File: src/rtl/mips16_boot_loader_pkg.sv
// Shared types and defaults for the mips16 boot loader: FSM state encoding and word geometry.
package mips16_boot_loader_pkg;

    localparam int unsigned INSTR_W    = 32;
    localparam int unsigned DEF_ADDR_W = 8;
    localparam int unsigned DEF_DEPTH  = 256;

    typedef enum logic [2:0] {
        StCntHi,
        StCntLo,
        StData,
        StWrite,
        StCheck,
        StDone,
        StError
    } state_e;

endpackage

File: src/rtl/mips16_boot_loader_if.sv
// Byte-stream handshake plus instruction-memory write port between an image source and the loader.
interface mips16_boot_loader_if #(
    parameter int unsigned ADDR_W = 8
) ();
    import mips16_boot_loader_pkg::*;

    logic [7:0]         byte_in;
    logic               byte_valid;
    logic               byte_ready;
    logic               instr_wr_en;
    logic [ADDR_W-1:0]  instr_wr_addr;
    logic [INSTR_W-1:0] instr_wr_data;

    // Image source / observer side.
    modport master (
        output byte_in,
        output byte_valid,
        input  byte_ready,
        input  instr_wr_en,
        input  instr_wr_addr,
        input  instr_wr_data
    );

    // Loader side.
    modport slave (
        input  byte_in,
        input  byte_valid,
        output byte_ready,
        output instr_wr_en,
        output instr_wr_addr,
        output instr_wr_data
    );

endinterface

File: src/rtl/mips16_boot_loader.sv
// Streams a counted, XOR-checksummed image into instruction memory and holds the CPU in reset
// until the whole image has been written and its checksum matches.
module mips16_boot_loader
    import mips16_boot_loader_pkg::*;
#(
    parameter int unsigned ADDR_W = DEF_ADDR_W,
    parameter int unsigned DEPTH  = DEF_DEPTH
) (
    input  logic                 clock,
    input  logic                 reset,
    mips16_boot_loader_if.slave  bus,
    output logic                 cpu_hold,
    output logic                 done,
    output logic                 error
);

    localparam logic [15:0] DEPTH16 = 16'(DEPTH);

    state_e              state_q;
    logic [INSTR_W-9:0]  word_q;      // three most recent bytes of the word in flight
    logic [1:0]          byte_cnt_q;
    logic [ADDR_W:0]     word_idx_q;  // one spare bit so N==DEPTH compares without wrapping
    logic [7:0]          acc_q;
    logic [7:0]          cnt_hi_q;
    logic [15:0]         count_q;

    logic                xfer;
    logic [15:0]         n_rx;
    logic [ADDR_W:0]     idx_next;

    assign xfer     = bus.byte_valid & bus.byte_ready;
    assign n_rx     = {cnt_hi_q, bus.byte_in};
    assign idx_next = word_idx_q + 1'b1;

    always_ff @(posedge clock) begin
        if (reset) begin
            state_q           <= StCntHi;
            word_q            <= '0;
            byte_cnt_q        <= '0;
            word_idx_q        <= '0;
            acc_q             <= '0;
            cnt_hi_q          <= '0;
            count_q           <= '0;
            bus.byte_ready    <= 1'b1;
            bus.instr_wr_en   <= 1'b0;
            bus.instr_wr_addr <= '0;
            bus.instr_wr_data <= '0;
            cpu_hold          <= 1'b1;
            done              <= 1'b0;
            error             <= 1'b0;
        end else begin
            bus.instr_wr_en <= 1'b0;
            unique case (state_q)
                StCntHi: begin
                    if (xfer) begin
                        cnt_hi_q <= bus.byte_in;
                        state_q  <= StCntLo;
                    end
                end
                StCntLo: begin
                    if (xfer) begin
                        count_q <= n_rx;
                        if (n_rx > DEPTH16) begin
                            state_q        <= StError;
                            error          <= 1'b1;
                            bus.byte_ready <= 1'b0;
                        end else if (n_rx == 16'd0) begin
                            state_q <= StCheck;
                        end else begin
                            state_q <= StData;
                        end
                    end
                end
                StData: begin
                    if (xfer) begin
                        word_q     <= {word_q[INSTR_W-17:0], bus.byte_in};
                        acc_q      <= acc_q ^ bus.byte_in;
                        byte_cnt_q <= byte_cnt_q + 2'd1;
                        if (byte_cnt_q == 2'd3) begin
                            state_q           <= StWrite;
                            bus.byte_ready    <= 1'b0;
                            bus.instr_wr_en   <= 1'b1;
                            bus.instr_wr_addr <= word_idx_q[ADDR_W-1:0];
                            bus.instr_wr_data <= {word_q, bus.byte_in};
                        end
                    end
                end
                StWrite: begin
                    word_idx_q     <= idx_next;
                    bus.byte_ready <= 1'b1;
                    state_q        <= (16'(idx_next) == count_q) ? StCheck : StData;
                end
                StCheck: begin
                    if (xfer) begin
                        bus.byte_ready <= 1'b0;
                        if (bus.byte_in == acc_q) begin
                            state_q  <= StDone;
                            done     <= 1'b1;
                            cpu_hold <= 1'b0;
                        end else begin
                            state_q <= StError;
                            error   <= 1'b1;
                        end
                    end
                end
                StDone, StError: ;
                default: begin
                    // Unreachable encoding: park safely with the CPU held.
                    state_q        <= StError;
                    error          <= 1'b1;
                    cpu_hold       <= 1'b1;
                    bus.byte_ready <= 1'b0;
                end
            endcase
        end
    end

endmodule

File: src/flat_wrapper.sv
// flat-port wrapper written by rule: the top's interface ports become plain ports
module mips16_boot_loader_flat import mips16_boot_loader_pkg::*;
#(
    parameter int unsigned ADDR_W = DEF_ADDR_W,
    parameter int unsigned DEPTH  = DEF_DEPTH
)
  (clock, reset, cpu_hold, done, error, bus_byte_in, bus_byte_valid, bus_byte_ready, bus_instr_wr_en, bus_instr_wr_addr, bus_instr_wr_data);
  mips16_boot_loader_if #(.ADDR_W(ADDR_W)) bus_i ();
  input  logic clock;
  input  logic reset;
  output logic cpu_hold;
  output logic done;
  output logic error;
  input wire logic [$bits(bus_i.byte_in)-1:0] bus_byte_in;
  input wire logic [$bits(bus_i.byte_valid)-1:0] bus_byte_valid;
  output wire logic [$bits(bus_i.byte_ready)-1:0] bus_byte_ready;
  output wire logic [$bits(bus_i.instr_wr_en)-1:0] bus_instr_wr_en;
  output wire logic [$bits(bus_i.instr_wr_addr)-1:0] bus_instr_wr_addr;
  output wire logic [$bits(bus_i.instr_wr_data)-1:0] bus_instr_wr_data;
  assign bus_i.byte_in = bus_byte_in;
  assign bus_i.byte_valid = bus_byte_valid;
  assign bus_byte_ready = bus_i.byte_ready;
  assign bus_instr_wr_en = bus_i.instr_wr_en;
  assign bus_instr_wr_addr = bus_i.instr_wr_addr;
  assign bus_instr_wr_data = bus_i.instr_wr_data;
  mips16_boot_loader #(.ADDR_W(ADDR_W), .DEPTH(DEPTH)) u_core (.clock(clock), .reset(reset), .bus(bus_i), .cpu_hold(cpu_hold), .done(done), .error(error));
endmodule
File: config.mk
export PLATFORM = sky130hd
export DESIGN_NAME = mips16_boot_loader_flat
export DESIGN_NICKNAME = d
export VERILOG_FILES = /design/src/rtl/mips16_boot_loader_pkg.sv /design/src/rtl/mips16_boot_loader_if.sv /design/src/rtl/mips16_boot_loader.sv /design/src/flat_wrapper.sv
export SDC_FILE = /design/constraint.sdc
export NUM_CORES = 1
export LEC_CHECK = 0
export ABC_AREA = 0
export BUFFER_PORTS_ARGS = -buffer_cell sky130_fd_sc_hd__buf_2
export CORE_UTILIZATION = 55
export CTS_CLUSTER_DIAMETER = 80
export CTS_CLUSTER_SIZE = 10
export DETAILED_ROUTE_END_ITERATION = 16
export MAX_ROUTING_LAYER = met4
export PLACE_DENSITY = 0.76
export SLEW_MARGIN = 0
export SYNTH_ARGS = -nofsm -noshare
export SYNTH_HDL_FRONTEND = slang
export SYNTH_SLANG_ARGS = --single-unit
File: constraint.sdc
create_clock -name clock -period 2.4 [get_ports clock]
set_input_delay 0.48 -clock clock [delete_from_list [all_inputs] [get_ports clock]]
set_output_delay 0.48 -clock clock [all_outputs]
set_load 0.005 [all_outputs]
# Word-level counts from Yosys, hierarchy flattened
# Index checks and enable logic that the tools add are counted.
# Widths: inputs -> output; s select.
dict set report classes {
  eq_ne 17
  magnitude_cmp 1
  addsub 2
  n_reduce_logical 16
  muxes 25
  n_bitwise 8
}
# operator count
set op_table {}
lappend op_table {{$mux 3} 8}
lappend op_table {{$pmux 3 s6} 1}
lappend op_table {{$eq 9x16->1} 1}
lappend op_table {{$gt 16x9->1 const B} 1}
lappend op_table {{$logic_not 16->1} 1}
lappend op_table {{$ne 2x1->1 const B} 7}
lappend op_table {{$mux 1} 12}
lappend op_table {{$reduce_and 6->1} 2}
lappend op_table {{$add 9x1->9 const B} 1}
lappend op_table {{$eq 3x3->1 const B} 3}
lappend op_table {{$reduce_and 3->1} 3}
lappend op_table {{$eq 8x8->1} 1}
lappend op_table {{$xor 8x8->8} 1}
lappend op_table {{$eq 3x2->1 const B} 2}
lappend op_table {{$not 1->1} 6}
lappend op_table {{$reduce_and 2->1} 3}
lappend op_table {{$reduce_or 3->1} 2}
lappend op_table {{$reduce_or 6->1} 1}
lappend op_table {{$pmux 1 s5} 1}
lappend op_table {{$reduce_and 5->1} 1}
lappend op_table {{$reduce_or 5->1} 1}
lappend op_table {{$eq 3x1->1 const B} 1}
lappend op_table {{$logic_not 3->1} 1}
lappend op_table {{$pmux 1 s3} 1}
lappend op_table {{7 further kinds} 7}
dict set report word_totals {
  word_cells 83
  inputBits 11
  output_inout_bits 45
  reg_bits 115
}

# Depth between registers and ports, before layout
dict set report logic_depth {
  ltp_word 5
  mapped_depth 9
  ltp_nobuf 7
}

# Worst setup path before layout
# No wires, ideal clock.
dict set report synth_path {
  path_type {flip-flop to flip-flop}
  startpoint {reg u_core.state_q[1]}
  endpoint {reg u_core.state_q[2]}
  slack_ns 0.413
  synth_period_minus_slack_ns 1.987
  t_arrival_ns 1.854
  setup_time_ns 0.132
  n_path_buf 1
  t_required_ns 2.268
  path_stages_with_launch 9
  path_cell_list {dfxtp_1 > inv_1 > ha_1 > clkbuf_1 > or2_2 > o32ai_1 > nand2_1 > a2111oi_2 > a211oi_2}
}
dict set report synth_between {
  elab_chain_len 4
  word_cells_on_any_way 16
  cone_classes {eq/ne (11); mux (1); bitwise (1); reduce/logical (3)}
}
# element line_no
set synth_lines {}
lappend synth_lines {{start: declaration} mips16_boot_loader.sv:19} ;# state_e state_q;
lappend synth_lines {{start signal: assignment} mips16_boot_loader.sv:37} ;# state_q <= StCntHi;
lappend synth_lines {{start signal: assignment} mips16_boot_loader.sv:57} ;# state_q <= StCntLo;
lappend synth_lines {{start signal: assignment} mips16_boot_loader.sv:64} ;# state_q <= StError;
lappend synth_lines {{$eq 3x3->1} mips16_boot_loader.sv:53} ;# unique case (state_q)
lappend synth_lines {{$reduce_or 2->1} mips16_boot_loader.sv:53}
lappend synth_lines {{$not 1->1 (no source line)} n/a}
lappend synth_lines {{$reduce_and 6->1 (no source line)} n/a}
# Several ways; a longest one is shown, not always the timed one.
# A chain may end at the register's enable or synchronous reset.

# Final worst setup path
dict set report layout_path {
  startpoint {reg u_core.state_q[0]}
  endpoint {reg u_core.bus.instr_wr_addr[6]}
}
dict set report layout_between {
  elab_chain_len 2
}
# element line_no
set layout_lines {}
lappend layout_lines {{$eq 3x2->1} mips16_boot_loader.sv:53}
lappend layout_lines {{$reduce_and 3->1 (no source line)} n/a}
lappend layout_lines {{end signal: assignment} mips16_boot_loader.sv:83} ;# bus.instr_wr_addr <= word_idx_q[ADDR_W-1:0];
lappend layout_lines {{end: declaration} mips16_boot_loader_if.sv:30} ;# output instr_wr_addr,
# Every way passes these cells.

==> results.py <==
metrics = {
    "yosys": {
        "yosys-top-cells-area": "dfxtp_1 49%, nand2_1 15%, a21oi_1 9.9%",
        "synthTopCellsByCount": "187 x nand2_1, 115 x dfxtp_1, 94 x a21oi_1",
        "yosysTopAreaCellShare_pct": 48.7,
        "synth-edff-count": 0,
        "yosysSeqAreaShare_pct": 48.7,
        "synthesis.area_um2": 4730,
        "ys_warn_count": 0,
        "async_flop_share_pct": 0,
        "synth_seq_cells": 115,
        "syn_inst": 586,
        "ys.flop_type": "dfxtp_1",
        "avgSynthCellArea_um2": 8.07,
        "synth_most_common_cell": "nand2_1",
        "yosys.area.top_type": "dfxtp_1",
        "yosysUniqueCellTypes": 51,
        "synth_nets": 603,
    },
    "finish": {
        "multiInputGateArea_um2": 2270,
        "layout.nets": 654,
        "fillCellCount": 684,
        "final_cell_area_um2": 5620,
        "utilization_pct": 68.0,
        "drive_above_1_share_pct": 17.5,
        "area_growth_pct": 18.8,
        "regArea_um2": 2300,
        "diodes": 0,
    },
    "floorplanning": {
        "die_w_um": 94.7,
        "ios": 56,
        "die_h_um": 94.7,
        "start_util_pct": 57.3,
        "rows": 33,
        "die_area_um2": 8980,
        "coreArea_um2": 8260,
    },
    "setup_path": {
        "crit_chain": "inv_1 -> ha_1 -> inv_1 -> nor3_2 -> nand2_1 -> buf_4 -> nand2_1 -> a21oi_1",
        "cpPeakStageDelay_ns": 0.34,
        "crit_required_ns": 2.74,
        "timing.rr.end": "u_core.bus.instr_wr_addr[6]$_SDFFE_PP0P_",
        "r2r_cells": 8,
        "rr_startpoint": "u_core.state_q[0]$_SDFFE_PP0P_",
        "r2r_slack_ns": 0.37,
        "end_kind": "flip-flop",
        "slowest_stage": "dfxtp_1",
        "path_class": "reg2reg",
        "cp_max_fo": 15,
        "crit_family": "simple AND/OR/NAND/NOR gates",
        "worst-path-buf-inv": 3,
        "start_kind": "flip-flop",
        "arrival_ns": 2.37,
    },
    "place": {
        "post-place-ws_ns": 0.140,
        "hpwl_mm": 7.62,
        "post_dp_cell_area_um2": 5090,
        "portBuffers": 55,
        "finalWeightedCongestion": 0.915,
    },
    "timing": {
        "clock_skew_ns": 0.00707,
        "fin_ws_ns": 0.370,
        "hold_viol": 0,
        "relSlewSlack_pct": 55.2,
        "worstMarginPinSlew_ns": 0.666,
        "rsz0062_at_grt": "no",
        "setup-violations-final": 0,
        "fin_tns_setup_ns": 0,
        "report.final.slew_viol_count": 0,
        "timing.fmax_mhz": 493,
        "period_share_pct": 84.6,
        "min_period_ns": 2.03,
    },
    "routing": {
        "dr.pass1.iters": 5,
        "viasPerCell": 5.49,
        "drtAntennaViolNets": 0,
        "detail_route.wl_per_cell_um": 15.1,
        "dr_total_vias": 4143,
        "drt_iter0_markers": 339,
        "wl_mm": 11.4,
        "drc": 0,
    },
    "grt": {
        "grt_pass1_wl_mm": 18.5,
        "antenna_found_initial": 0,
        "grt_pass1_vias": 3741,
        "grt_max_degree": 59,
        "grt.total_usage_pct": 27.8,
        "grt_remaining_overflow": 0,
    },
    "min_path": {
        "hold_depth": 3,
        "hp-start": "bus_byte_in[0]",
        "holdCritPathClass": "in2reg",
        "holdPathEnd": "u_core.count_q[0]$_SDFFE_PP0P_",
    },
    "clock_network": {
        "cts_max_path_buffers": 2,
        "clock_latency_ns": 0.50,
        "h-tree-depth": 4,
        "cts_tree": "built",
        "root_buffer": "clkbuf_8",
        "cts_hold_buf": 0,
        "clkTransAtPathRegs_ns": 0.06,
        "cts.sinks": 115,
        "cts_buffers": 17,
    },
    "job": {
        "maxCapViolations": 0,
    },
    "status": {
        "status": "completed",
    },
    "pwr": {
        "power.total_mw": 5.36,
        "leakagePower_nw": 2.14,
        "max-vdd-ir-drop_uv": 670,
        "pwr_density_cell_nw_per_um2": 954,
    },
}
[area by class of cell]
class                      instances  share of cell area (%)
multi-input combinational        429                    40.4
sequential                       115                    41.0
clock buffer                      17                    7.37
clock inverter                    15                    1.94
inverter                           7                   0.468
tap                              105                    2.34
timing repair buffer              67                    6.55
[flip-flops by register name (all words and copies together) (netlist names), 2 cells and up]
register / cells
u_core.acc_q: 8
u_core.byte_cnt_q: 2
u_core.count_q: 16
u_core.word_idx_q: 9
u_core.word_q: 24
u_core.cnt_hi_q: 8
u_core.bus.instr_wr_addr: 8
u_core.state_q: 3
u_core.bus.instr_wr_data: 32
[timing repair]
| item | in CTS | in global routing |
|---|---|---|
| setup buffers | 0 | 0 |
| resized for setup | 0 | 1 |
| endpoints found under the setup margin | 0 | 1 |
[cell usage in the layout (no fill, tap or decap), types with 2 or more instances in the layout]
cell / count
nand2_1: 187
dfxtp_1: 115
a21oi_1: 94
buf_2: 54
nor2_1: 24
xor2_1: 22
clkbuf_16: 16
buf_4: 13
xnor2_1: 9
inv_1: 7
nand3_1: 6
o21ai_0: 6
ha_1: 6
and2_1: 5
clkinv_2: 5
nor3_1: 4
nor2b_1: 4
nand4_1: 4
or4_4: 4
or3_1: 4
clkinv_4: 4
a31oi_1: 3
a211oi_1: 3
a21boi_0: 3
nor4_1: 3
o21a_1: 3
clkinvlp_4: 3
inv_6: 3
nand2b_1: 2
a21o_1: 2
or4_1: 2
nand4b_1: 2
o22ai_1: 2
nand3b_1: 2
o2bb2ai_1: 2
[how the worst max path moves through the flow]
stage | startpoint | to | cells past startpoint
after floorplan | u_core.state_q[1]$_SDFFE_PP0P_ | u_core.state_q[2]$_SDFFE_PP0P_ | 8
after global placement | u_core.state_q[0]$_SDFFE_PP0P_ | u_core.state_q[2]$_SDFFE_PP0P_ | 7
after detailed placement | u_core.state_q[0]$_SDFFE_PP0P_ | u_core.state_q[2]$_SDFFE_PP0P_ | 7
after CTS | u_core.state_q[0]$_SDFFE_PP0P_ | u_core.state_q[2]$_SDFFE_PP0P_ | 7
after global routing | u_core.state_q[0]$_SDFFE_PP0P_ | u_core.state_q[2]$_SDFFE_PP0P_ | 7
final | u_core.state_q[0]$_SDFFE_PP0P_ | u_core.bus.instr_wr_addr[6]$_SDFFE_PP0P_ | 8
[worst register-to-register path, stage by stage, from the launching register on]
cell and delay [ns]:
dfxtp_1 0.34, inv_1 0.09, ha_1 0.27, inv_1 0.11, nor3_2 0.25, nand2_1 0.34, buf_4 0.31, nand2_1 0.09
a21oi_1 0.08
[per-layer routing]
metal | global-route usage [%] | vias to the layer above | share of wire, %
met3 | 5.72 | 12 | 5.5
met2 | 40.3 | 117 | 46
met5 | - | - | 0
met1 | 38.1 | 1942 | 47
li1 | - | 2072 | -
met4 | 10.5 | 0 | 0.98
[metrics by stage]
stage	hold slack (ns)	instances
final	0.274	755
after global routing	0.277	755
after CTS	0.253	755
after detailed placement	0.443	723
after global placement	0.440	723
after floorplan	0.432	586
[where the power goes]
group	internal [mW]	switching (mW)
clock	1.27	0.911
combinational	0.410	0.624
sequential	2.03	0.115
[cell families after synthesis]
| group | synth area share, % |
|---|---|
| XOR/XNOR | 5.74 |
| AO/OA/AOI/OAI | 16.0 |
| AND/OR/NAND/NOR | 24.3 |
| flip-flops | 48.7 |
| multiplexers | 0.212 |
| adder cells (fa/ha/maj) | 1.59 |
| buffers and inverters | 3.57 |
Power figures use the tool's default switching activity.
